<file path="src/rtl/down_counter_tc.sv">
// down_counter_tc: loadable down counter with one-clock tc pulse, one-shot or auto-reload, falling-edge clocked.
// Optional sticky irq/irq_clr ports are enabled by defining DOWN_COUNTER_TC_IRQ_EN.
module down_counter_tc #(
    parameter int WIDTH = 4
) (
    input  logic             clk,
    input  logic             reset,
    input  logic             load,
    input  logic [WIDTH-1:0] load_val,
    input  logic             en,
    input  logic             mode,
    output logic [WIDTH-1:0] q,
    output logic             tc,
    output logic             busy
`ifdef DOWN_COUNTER_TC_IRQ_EN
    ,
    output logic             irq,
    input  logic             irq_clr
`endif
);
    logic [WIDTH-1:0] q_q, q_d, reload_q, reload_d;
    logic             busy_q, busy_d, tc_q, tc_d, step, term;
    always_comb begin
        step     = !load && en && busy_q;
        term     = step && q_q == WIDTH'(1);
        q_d      = load ? load_val : !step ? q_q : !term ? q_q - WIDTH'(1) : mode ? reload_q : '0;
        reload_d = load ? load_val : reload_q;
        busy_d   = load ? |load_val : (term && !mode) ? 1'b0 : busy_q;
        tc_d     = term;
    end
    always_ff @(negedge clk or posedge reset) begin
        if (reset) begin
            q_q      <= '0;
            reload_q <= '0;
            busy_q   <= 1'b0;
            tc_q     <= 1'b0;
        end else begin
            q_q      <= q_d;
            reload_q <= reload_d;
            busy_q   <= busy_d;
            tc_q     <= tc_d;
        end
    end
    assign q    = q_q;
    assign tc   = tc_q;
    assign busy = busy_q;
`ifdef DOWN_COUNTER_TC_IRQ_EN
    logic irq_q, irq_d;
    // a new terminal event beats a simultaneous clear
    assign irq_d = tc_d || (irq_q && !irq_clr);
    always_ff @(negedge clk or posedge reset) begin
        if (reset) irq_q <= 1'b0;
        else       irq_q <= irq_d;
    end
    assign irq = irq_q;
`endif
endmodule

</file>
<file path="config.mk">
export PLATFORM = sky130hd
export DESIGN_NAME = down_counter_tc
export DESIGN_NICKNAME = d
export VERILOG_FILES = /design/src/rtl/down_counter_tc.sv
export SDC_FILE = /design/constraint.sdc
export NUM_CORES = 1
export LEC_CHECK = 0
export BUFFER_PORTS_ARGS = -buffer_cell sky130_fd_sc_hd__buf_2
export CORE_AREA = 5 5 42 44
export CTS_CLUSTER_SIZE = 10
export DETAILED_ROUTE_END_ITERATION = 7
export DIE_AREA = 0 0 47 49
export PLACE_DENSITY = 0.66
export REMOVE_ABC_BUFFERS = 1
export SLEW_MARGIN = 25
export SYNTH_ARGS = -nofsm -noshare
export SYNTH_HDL_FRONTEND = slang
export SYNTH_SLANG_ARGS = --single-unit
export TNS_END_PERCENT = 100
</file>
<file path="constraint.sdc">
create_clock -name clk -period 2 [get_ports clk]
set_input_delay 0.2 -clock clk [delete_from_list [all_inputs] [get_ports clk]]
set_output_delay 0.2 -clock clk [all_outputs]
set_load 0.05 [all_outputs]
</file>
==> results.json <==
{
  "status": "finished with violations",
  "violations": "negative setup slack",
  "cts_root_buf": "clkbuf_4",
  "endpoint_kind": "output pin",
  "cts_tree": "built",
  "drc": 0,
  "dr_total_vias": 544,
  "finalNetCount": 94,
  "critPathMaxStageDelay_ns": 0.43,
  "layout_common_cells": "buf_4, dfrtn_1, buf_2, buf_6",
  "setup_slack_ns": -0.0689,
  "synth_area_um2": 557,
  "placed_cell_area_um2": 702,
  "p_comb_frac": 0.359,
  "required_ns": 1.80,
  "critical_path_class": "register to output pin",
  "cp.depth": 1,
  "wl_per_cell_um": 14.2,
  "swShare": 0.340,
  "antenna_cells": 0,
  "maxCapViolCount": 0,
  "grt_max_degree": 11,
  "avgViaCountPerCell": 5.61,
  "pin_count": 15,
  "clock_power_share": 0.240,
  "p_per_area_nw_per_um2": 757,
  "grt_pass1_vias": 556,
  "worstHoldPathCells": 1,
  "p_leak_nw": 0.379,
  "yosysWarnings": 0,
  "synth-seq-cells": 10,
  "peakVddDrop_uv": 337,
  "cts_buffers": 3,
  "seqPwrFrac": 0.401,
  "layout_commonest_cell": "buf_4",
  "drive_gt1_frac": 0.420,
  "p_switching_uw": 202,
  "yosysSeqAreaShare": 0.449,
  "die_width_um": 47,
  "clock_sink_count": 10,
  "crit_arrival_ns": 1.87,
  "clkTransAtPathRegs_ns": 0.05,
  "cp-start-kind": "register",
  "synthAdderAreaFrac": 0.0449,
  "clock_path_buffers": 2,
  "clk_latency_ns": 0.27,
  "synth-compound-area-share": 0.187,
  "crit_start": "q[0]",
  "grt_usage": 0.143,
  "synthXorXnorAreaFrac": 0,
  "core.rowCount": 14,
  "synth.avg_cell_area_um2": 10.3,
  "crit_path_top_delay_cell": "dfrtn_1",
  "finalHoldViolations": 0,
  "maxSlewViolCount": 0,
  "synthDistinctLibCells": 27,
  "crit_family": "flip-flops",
  "path_cells": "buf_6",
  "reg2regPathDepth": 5,
  "hp-start": "reload_q[1]",
  "syn_inst": 54,
  "cp_max_fo": 2,
  "fp.dieH_um": 49,
  "drtIter0Drc": 11,
  "synth_edf_count": 0,
  "die-area_um2": 2300,
  "synth_top_family_by_area": "compound AO/OA/AOI/OAI gates",
  "critical_path_buf_inv_count": 1,
  "finalSetupViolations": 6,
  "design.core.area_um2": 1400,
  "finalInstanceArea_um2": 785,
  "worst_pin_slew_ns": 0.395,
  "p_int_uw": 392,
  "place_congestion": 0.792,
  "h-tree-depth": 1,
  "synthSimpleGateAreaFrac": 0.175,
  "finalNonFillerCells": 97,
  "rsz0062_at_grt": "yes",
  "fin_skew_ns": 0.000988,
  "start_util": 0.397,
  "holdWs_ns": 0.455,
  "power_uw": 594,
  "synth_flop_cell": "dfrtn_1",
  "firstDrtPassIters": 4,
  "antenna_found_initial": 0,
  "synth-async-reset-ratio": 1.00,
  "port_buffers": 14,
  "hold_path.class": "register to register",
  "worstReg2RegStart": "q[0]",
  "grt_overflow_total": 0,
  "maxSlewHeadroom": 0.736,
  "place_inst": 91,
  "dp_hpwl_um": 1030,
  "wl_um": 1380,
  "grt_pass1_wl_um": 2460,
  "syn_to_final_growth_pct": 40.9,
  "drtAntennaViolNets": 0,
  "synth_mux_area_frac": 0.101
}
[per-stage QoR]
stage | util | setup WS (ns) | TNS, ns
3_3_place_gp | 0.501 | -0.0313 | -0.0313
4_1_cts | 0.549 | -0.0716 | -0.362
3_5_place_dp | 0.501 | -0.0446 | -0.0476
6_report | 0.560 | -0.0689 | -0.336
5_1_grt | 0.560 | -0.117 | -0.532
2_1_floorplan | - | 0.0648 | 0
[cell usage after synthesis, types with 2 or more instances]
master,number,area share
a22oi_1,2,0.027
dfrtn_1,10,0.45
o41ai_1,2,0.031
nor2b_1,2,0.022
inv_1,5,0.034
nand2_1,4,0.027
mux2_2,5,0.10
ha_1,2,0.045
o21ai_0,4,0.036
[power groups by stage]
stage	Sequential, mW	Clock [mW]	Combinational, mW
after global placement	0.238	0	0.185
after global routing	0.241	0.158	0.231
after CTS	0.238	0.144	0.207
after floorplan	0.290	0	0.0670
after detailed placement	0.239	0	0.188
final	0.238	0.143	0.213
[cell type report]
class	instances	area (µm²)
fill	129	617
multi-input combinational	38	283
sequential	10	250
timing repair buffer	25	190
clock buffer	3	22.5
tap	16	20.0
inverter	5	18.8
[registers in the layout, summed over array words and instances (netlist names)]
| register | count |
|---|---|
| q | 4 |
| reload_q | 4 |
| busy | 1 |
| tc | 1 |
[path summary, 6_finish.rpt]
| kind | slack (ns) | to |
|---|---|---|
| min in group asynchronous | 0.79 | reload_q[0] |
| min reg2reg | 0.46 | reload_q[1] |
| max reg2reg | 0.34 | q[0] |
| max | -0.07 | q[0] |
| min | 0.46 | reload_q[1] |
| max in group asynchronous | 0.90 | q[3] |
[kinds of logic (layout without fill, tap and decap cells)]
group	count (synthesis)	count (layout)
DFF	10	10
adders and majority gates	2	2
muxes	5	5
AOI/OAI and AO/OA	15	15
buffers and inverters	6	33
and+or+nand+nor	16	16
[per-layer routing]
layer	GRT usage	part of all wire
met2	0.219	0.49
met4	0.0461	0.025
met3	0.0332	0.062
met1	0.191	0.42
met5	0	0
[what timing repair did]
action | in CTS | in global routing
hold buffers | 0 | 0
endpoints found under the hold margin | 0 | 0
endpoints found under the setup margin | 6 | 6
gates resized for setup | 12 | 0
buffers inserted | 1 | 2
Power figures use the tool's default switching activity.
